## config.mk

```make
export PLATFORM = sky130hd
export DESIGN_NAME = seq_alu_exec
export DESIGN_NICKNAME = d
export VERILOG_FILES = /design/src/rtl/seq_alu_exec.sv
export SDC_FILE = /design/constraint.sdc
export NUM_CORES = 1
export LEC_CHECK = 0
export BUFFER_PORTS_ARGS = -buffer_cell sky130_fd_sc_hd__buf_4
export CAP_MARGIN = 20
export CORE_UTILIZATION = 53
export DETAILED_ROUTE_END_ITERATION = 10
export GPL_TIMING_DRIVEN = 1
export HOLD_SLACK_MARGIN = 0.08
export PLACE_DENSITY = 0.81
export SYNTH_ARGS = -nofsm -noshare
export SYNTH_HDL_FRONTEND = slang
export SYNTH_SLANG_ARGS = --single-unit
```

## constraint.sdc

```tcl
create_clock -name clk -period 5.1 [get_ports clk]
set_input_delay 0.765 -clock clk [delete_from_list [all_inputs] [get_ports clk]]
set_output_delay 0.765 -clock clk [all_outputs]
set_load 0.1 [all_outputs]
```

## src/rtl/seq_alu_exec.sv

```systemverilog
// seq_alu_exec: multi-cycle EX-stage execute unit with valid/ready on both sides.
// Single-cycle logic/arith ops; shifts iterate one bit per cycle.
module seq_alu_exec #(
  parameter int unsigned DATA_WIDTH = 32,
  parameter int unsigned SHAMT_W    = 5
) (
  input  logic                  clk,
  input  logic                  rst_n,
  input  logic                  in_valid,
  output logic                  in_ready,
  input  logic [3:0]            Operation,
  input  logic [DATA_WIDTH-1:0] SrcA,
  input  logic [DATA_WIDTH-1:0] SrcB,
  output logic                  out_valid,
  input  logic                  out_ready,
  output logic [DATA_WIDTH-1:0] ALUResult,
  output logic                  Zero,
  output logic                  Illegal,
  output logic                  busy
);

  localparam logic [3:0] OP_AND = 4'b0000;
  localparam logic [3:0] OP_OR  = 4'b0001;
  localparam logic [3:0] OP_ADD = 4'b0010;
  localparam logic [3:0] OP_SUB = 4'b0011;
  localparam logic [3:0] OP_SLL = 4'b0100;
  localparam logic [3:0] OP_SRL = 4'b0101;
  localparam logic [3:0] OP_SRA = 4'b0111;
  localparam logic [3:0] OP_CMP = 4'b1000;
  localparam logic [3:0] OP_SLT = 4'b1100;

  typedef enum logic [1:0] {
    S_IDLE  = 2'd0,
    S_SHIFT = 2'd1,
    S_DONE  = 2'd2
  } state_t;

  state_t                r_state;
  logic [DATA_WIDTH-1:0] r_acc;
  logic [SHAMT_W-1:0]    r_cnt;
  logic [3:0]            r_op;
  logic [DATA_WIDTH-1:0] r_result;
  logic                  r_zero;
  logic                  r_illegal;
  logic                  r_in_ready;
  logic                  r_out_valid;
  logic                  r_busy;

  logic [SHAMT_W-1:0]    w_shamt;
  logic                  w_is_shift;
  logic [DATA_WIDTH-1:0] w_result;
  logic                  w_illegal;
  logic [DATA_WIDTH-1:0] w_acc_next;

  assign w_shamt    = SrcB[SHAMT_W-1:0];
  assign w_is_shift = (Operation == OP_SLL) || (Operation == OP_SRL) || (Operation == OP_SRA);

  // Single-cycle result for the incoming request; shift by 0 passes SrcA through
  always_comb begin
    w_result  = '0;
    w_illegal = 1'b0;
    case (Operation)
      OP_AND: w_result = SrcA & SrcB;
      OP_OR:  w_result = SrcA | SrcB;
      OP_ADD: w_result = SrcA + SrcB;
      OP_SUB: w_result = SrcA - SrcB;
      OP_CMP: w_result = SrcA - SrcB;
      OP_SLT: w_result = ($signed(SrcA) < $signed(SrcB)) ? DATA_WIDTH'(1) : '0;
      OP_SLL: w_result = SrcA;
      OP_SRL: w_result = SrcA;
      OP_SRA: w_result = SrcA;
      default: begin
        w_result  = '0;
        w_illegal = 1'b1;
      end
    endcase
  end

  // One-bit shift step of the accumulator in the latched direction
  always_comb begin
    w_acc_next = r_acc;
    case (r_op)
      OP_SLL:  w_acc_next = {r_acc[DATA_WIDTH-2:0], 1'b0};
      OP_SRL:  w_acc_next = {1'b0, r_acc[DATA_WIDTH-1:1]};
      OP_SRA:  w_acc_next = {r_acc[DATA_WIDTH-1], r_acc[DATA_WIDTH-1:1]};
      default: w_acc_next = r_acc;
    endcase
  end

  // Control FSM with registered handshake and result outputs
  always_ff @(posedge clk) begin
    if (!rst_n) begin
      r_state     <= S_IDLE;
      r_acc       <= '0;
      r_cnt       <= '0;
      r_op        <= OP_AND;
      r_result    <= '0;
      r_zero      <= 1'b1;
      r_illegal   <= 1'b0;
      r_in_ready  <= 1'b1;
      r_out_valid <= 1'b0;
      r_busy      <= 1'b0;
    end else begin
      case (r_state)
        S_IDLE: begin
          if (in_valid) begin
            r_op       <= Operation;
            r_in_ready <= 1'b0;
            r_busy     <= 1'b1;
            if (w_is_shift && (w_shamt != '0)) begin
              r_acc   <= SrcA;
              r_cnt   <= w_shamt;
              r_state <= S_SHIFT;
            end else begin
              r_result    <= w_result;
              r_zero      <= (w_result == '0);
              r_illegal   <= w_illegal;
              r_out_valid <= 1'b1;
              r_state     <= S_DONE;
            end
          end
        end
        S_SHIFT: begin
          r_acc <= w_acc_next;
          r_cnt <= r_cnt - SHAMT_W'(1);
          if (r_cnt == SHAMT_W'(1)) begin
            r_result    <= w_acc_next;
            r_zero      <= (w_acc_next == '0);
            r_illegal   <= 1'b0;
            r_out_valid <= 1'b1;
            r_state     <= S_DONE;
          end
        end
        S_DONE: begin
          // Result regs stay put until the consumer takes them
          if (out_ready) begin
            r_out_valid <= 1'b0;
            r_in_ready  <= 1'b1;
            r_busy      <= 1'b0;
            r_state     <= S_IDLE;
          end
        end
        default: begin
          r_state     <= S_IDLE;
          r_in_ready  <= 1'b1;
          r_out_valid <= 1'b0;
          r_busy      <= 1'b0;
        end
      endcase
    end
  end

  assign in_ready  = r_in_ready;
  assign out_valid = r_out_valid;
  assign ALUResult = r_result;
  assign Zero      = r_zero;
  assign Illegal   = r_illegal;
  assign busy      = r_busy;

endmodule
```

==> impl_metrics.yaml, run 1 <==
finish:
  drive_gt1_frac: 0.137
  fin_util: 0.615
  finalNonFillerCells: 1615
  area_growth_pct: 12.0
  num_antenna_cells: 0
  layout.nets: 1570
grt:
  grt_pass1_vias: 10013
  antenna_found_initial: 0
  overflow: 0
  grt_first_pass_wirelength_microns: 53900
  grt_max_degree: 92
  grtUsageTotal: 0.374
place:
  gp_congestion: 1.03
  dp.cells: 1600
  hpwl_microns: 26300
  io_buffers: 108
timing:
  slew_headroom: 0.288
  setup_tns_ps: 0
  timing.hold.ws_ps: 449
  worstMarginPinSlew_ps: 1060
  finalCriticalPeriod_ps: 4470
  fin_skew_ps: 7.49
  max_clock_freq_ghz: 0.224
  final-setup-viol-count: 0
  rsz0062_at_grt: "false"
  maxSlewViolCount: 0
  fin_crit_sh: 0.876
  hold_violations: 0
synth:
  ys_ff_latch: 80
  synth-simple-area-share: 0.215
  synth_cells: 1342
  synth_top_family_by_area: "compound AO/OA/AOI/OAI gates"
  syn_area_sq_um: 9600
  async_reset_ff_frac: 0
  synthMuxAreaShare: 0.00652
  synth_cell_type_count: 89
  synthAdderAreaFrac: 0.148
  synthFlopType: "dfxtp_1"
  yosys_warnings: 0
  synth_edf_count: 0
  avgSynthCellArea_sq_um: 7.15
  synth_xor_area_frac: 0
  seq_area_frac_synth: 0.167
  synth_compound_area_frac: 0.379
  syn-num-nets: 1526
critical_path:
  worstPathArrival_ps: 4730
  crit_type: "primary input to register"
  worstPathRequired_ps: 5360
  startpoint_type: "primary input"
  end_kind: "register"
  r2r-end: "Zero"
  r2r_start: "r_state[0]"
  reg2reg_depth: 10
  path_max_fanout: 16
  ff2ff_setup_slack_ps: 1950
floorplanning:
  die_y_microns: 137
  die_w_microns: 137
  core_area_sq_um: 17500
  start_util: 0.549
  fp.dieArea_sq_um: 18700
  fp-row-count: 48
  ios: 109
power:
  power_per_cell_area_nw_per_um2: 235
  leakage_uw: 0.00450
  total_power_uw: 2530
  ir_drop_mv: 0.269
routing:
  drt-pass1-iter-count: 11
  avgViaCountPerCell: 6.92
  antenna_left: 0
  drt_wl_total_microns: 35100
  drt-initial-drc-count: 1850
  wl_per_cell_microns: 21.8
  routed-via-count: 11174
  drc_errors: 0
hold_path:
  holdPathEnd: "ALUResult[30]"
  min_from: "ALUResult[30]"
  min_path_cells: 2
  hold_path.class: "register to register"
job:
  cap_violations: 0
cts:
  post_cts_buffers: 0
  cts_htree_levels: 3
  cts_buffers: 9
  clock_path_buffers: 2
  clock-sinks: 80
  cts-resized-gates: 0
  insertion_delay_ps: 350
  clock-root-buffer: "clkbuf_16"
  cts_tree: "yes"
  postCtsHoldBufs: 0
  path_clk_slew_ps: 60
outcome:
  outcome: "complete, no violations"
flip-flops by register name, indices dropped and copies added, names as in the netlist, 2 cells and up:
signal	cells
ALUResult	32
r_op	4
r_state	2
r_cnt	5
r_acc	32
routing by layer:
metal  global-route usage  wire length [microns]
met5                    0                      0
met4                0.119                    994
met3               0.0826                   4040
met2                0.572                  15200
met1                0.516                  14900
cells by family (layout without fill, tap and decap cells):
logic type	count (synthesis)	after routing
AOI/OAI and AO/OA	513	513
buffers and inverters	199	247
adders and majority gates	112	112
muxes	6	6
DFF	80	80
and+or+nand+nor	432	432
cells in the mapped netlist, types with 14 or more instances:
| cell | n | share of area |
|---|---|---|
| nand2_1 | 168 | 0.066 |
| a21oi_1 | 141 | 0.074 |
| ha_1 | 110 | 0.14 |
| inv_1 | 102 | 0.040 |
| nor2_1 | 95 | 0.037 |
| dfxtp_1 | 80 | 0.17 |
| o211ai_1 | 64 | 0.050 |
| clkbuf_1 | 60 | 0.023 |
| o21ai_0 | 60 | 0.031 |
| a222oi_1 | 30 | 0.031 |
| nor3_1 | 27 | 0.014 |
| a221oi_1 | 26 | 0.024 |
| nand3_1 | 24 | 0.013 |
| nand4_1 | 23 | 0.015 |
| a21o_1 | 20 | 0.016 |
| nor4_1 | 17 | 0.011 |
| a211oi_1 | 16 | 0.013 |
| a31oi_1 | 14 | 0.0091 |
| nor2b_1 | 14 | 0.0091 |
through the flow:
step	instance area [sq um]	setup WS (ps)
2_1_floorplan	9600	1170
3_3_place_gp	10500	543
3_5_place_dp	10500	495
4_1_cts	10800	802
5_1_grt	10800	475
6_report	10800	633
area by class of cell:
type	count	area (sq um)
Multi-Input combinational cell	1063	7230
Fill cell	1609	6720
Sequential cell	80	1600
Timing Repair Buffer	129	968
Inverter	103	387
Tap cell	225	282
Clock buffer	12	246
Clock inverter	3	42.5
cell usage in the layout (no fill, tap or decap), types with 12 or more instances in the layout:
master / netlist / layout
nand2_1: 168 / 168
a21oi_1: 141 / 140
buf_4: 5 / 129
ha_1: 110 / 110
inv_1: 102 / 101
nor2_1: 95 / 94
dfxtp_1: 80 / 80
o211ai_1: 64 / 64
o21ai_0: 60 / 60
a222oi_1: 30 / 30
a221oi_1: 26 / 26
nor3_1: 27 / 26
nand3_1: 24 / 24
nand4_1: 23 / 23
a21o_1: 20 / 20
nor4_1: 17 / 17
a211oi_1: 16 / 16
nor2b_1: 14 / 14
a221o_1: 13 / 13
a31oi_1: 14 / 13
o31ai_1: 12 / 12
worst max-delay path by stage:
stage	startpoint	endpoint	slack, ps
after floorplan	SrcA[0]	Zero	1170
after global placement	SrcA[5]	Zero	540
after detailed placement	SrcA[20]	Zero	500
after CTS	SrcA[20]	Zero	800
after global routing	SrcA[5]	Zero	480
final	SrcA[20]	Zero	630
worst max-delay path: stages:
cell and delay (ps):
buf_4 130, inv_1 50, ha_1 570, nor2b_1 140, nor3_1 440, o2111ai_1 220, a2111oi_2 610, nor2_1 180
a2111oi_0 580, a31o_2 180, o21ai_0 150, nor4_1 320, nand4_1 150, o31ai_2 220
power breakdown:
part / switching, uW / total (uW) / leakage (uW) / internal, uW
Sequential: 37.6 / 708 / 0.000653 / 671
Clock: 254 / 643 / 0.000139 / 389
Combinational: 811 / 1180 / 0.00371 / 368
(Power assumes the default switching activity.)
==> inputs of run 2 (changes only) <==
CORE_UTILIZATION = 55   (was 53)
PLACE_DENSITY = 0.84   (was 0.81)
==> run 2 against run 1 <==
Compared with the run above:
- the run now ends with DRC left
- utilization increased by 2.4 points
- critical path depth increased by 2
- setup slack improved by 17 ps
- via count increased by 1.7%
- power increased by 1.2%
- sequential share of layout area about the same
- register-to-register slack got worse by 60 ps
- non-clock buffer count decreased by 1
- fmax increased by 0.37%
==> impl_metrics.yaml, run 2 (synthesized netlist as in run 1, its figures left out) <==
outcome:
  outcome: "finished, violations left"
  violations: "DRC"
floorplanning:
  die_w_microns: 134
  fp-row-count: 47
  fp.dieArea_sq_um: 18000
  die_y_microns: 134
  core_area_sq_um: 16800
  ios: 109
  start_util: 0.571
place:
  gp_congestion: 1.06
  io_buffers: 108
  hpwl_microns: 27000
timing:
  finalCriticalPeriod_ps: 4450
  rsz0062_at_grt: "false"
  slew_headroom: 0.288
  worstMarginPinSlew_ps: 1070
  fin_crit_sh: 0.873
  maxSlewViolCount: 0
  fin_skew_ps: 7.86
  final-setup-viol-count: 0
  max_clock_freq_ghz: 0.225
  hold_violations: 0
  setup_tns_ps: 0
  timing.hold.ws_ps: 452
routing:
  drt_wl_total_microns: 36100
  drt-initial-drc-count: 1745
  avgViaCountPerCell: 7.06
  routed-via-count: 11365
  drc_errors: 2
  antenna_left: 0
  wl_per_cell_microns: 22.4
  drt-pass1-iter-count: 11
grt:
  grt_first_pass_wirelength_microns: 56200
  antenna_found_initial: 0
  overflow: 0
  grtUsageTotal: 0.396
  grt_pass1_vias: 10371
  grt_max_degree: 92
power:
  ir_drop_mv: 0.265
  power_per_cell_area_nw_per_um2: 238
  leakage_uw: 0.00450
critical_path:
  end_kind: "register"
  slowest_delay_ps: 620
  r2r_start: "r_state[0]"
  worstPathArrival_ps: 4710
  path_max_fanout: 4
  worstPathRequired_ps: 5360
  path_delay_family: "compound AO/OA/AOI/OAI gates"
  cp_cell_sequence: "buf_4 > inv_1 > ha_1 > inv_1 > fa_1 > nor2b_1 > o21ai_1 > a2111oi_0 > a2111oi_2 > nor2_1 > a2111oi_0 > a31o_2 > o21ai_0 > nor4_1 > nand4_1 > o31ai_2"
  startpoint_type: "primary input"
  cp_slowest_cell: "a2111oi_2"
  worst-path-buf-inv: 3
  crit_type: "primary input to register"
  critPathLaunch: "SrcA[0]"
finish:
  area_growth_pct: 12.1
  layout_commonest_cell: "nand2_1"
  mostFrequentLayoutCells: "168 x nand2_1, 140 x a21oi_1, 128 x buf_4"
  seqCellArea_sq_um: 1600
  drive_gt1_frac: 0.139
  fin_util: 0.640
  num_antenna_cells: 0
  fillers: 1588
  multi_input_area_sq_um: 7230
  layout.nets: 1569
cts:
  clock-sinks: 80
  cts_buffers: 9
  post_cts_buffers: 0
  path_clk_slew_ps: 70
  cts_tree: "yes"
  clock-root-buffer: "clkbuf_16"
  cts_htree_levels: 3
  clock_path_buffers: 2
  insertion_delay_ps: 340
  cts-resized-gates: 0
  postCtsHoldBufs: 0
hold_path:
  hold_path.class: "register to register"
  min_from: "ALUResult[30]"
job:
  cap_violations: 0
## run 2: cell types whose count changed in the layout (fill, tap and decap cells not counted)
cell / delta
clkbuf_1: -2
clkinv_4: +2
inv_6: +2
buf_4: -1
clkbuf_8: -1
clkinv_2: -1
clkinvlp_4: +1
## run 2: path summary, 6_finish.rpt
path / endpoint / slack, ps / cells after the start
max: Zero / 650 / 16
min: ALUResult[30] / 450 / 2
max reg2reg: Zero / 1890 / 10
min reg2reg: ALUResult[30] / 450 / 2
## run 2: worst register-to-register path, stage by stage (launching register included)
cell      delay (ps)
dfxtp_1          370
inv_1            260
nand2_1          260
a221oi_4         330
nand4_1          140
or4_1            450
nor3_2           210
or4b_1           480
nor4_2           270
nand4_1          150
o31ai_2          220
## run 2: stage by stage
stage          power (uW)  worst slack (ps)  cell area (sq um)  instances
2_1_floorplan        1520              1170               9600       1342
3_3_place_gp         1850               534              10500       1594
3_5_place_dp         1860               502              10500       1594
4_1_cts              2520               799              10800       1610
5_1_grt              2670               467              10800       1610
6_report             2560               650              10800       1610
## run 2: final cells by class
class | count | share of cell area
clock buffers | 9 | 0.0209
inverters | 103 | 0.0359
repair buffers | 128 | 0.0893
clock inverters | 7 | 0.00744
well taps | 220 | 0.0256
multi-input cells | 1063 | 0.672
flip-flops and latches | 80 | 0.149
## run 2: routing by layer
| metal | track usage | share of wire | vias to the layer above |
|---|---|---|---|
| li1 | - | - | 5111 |
| met1 | 0.553 | 0.41 | 5296 |
| met2 | 0.582 | 0.42 | 836 |
| met3 | 0.0937 | 0.13 | 122 |
| met4 | 0.161 | 0.040 | 0 |
| met5 | 0 | 0 | - |
## run 2: power breakdown
group / total [uW] / switching, uW / internal (uW)
logic: 1180 / 816 / 367
registers: 708 / 37.8 / 670
clock network: 669 / 284 / 385
total: 2560 / 1140 / 1420
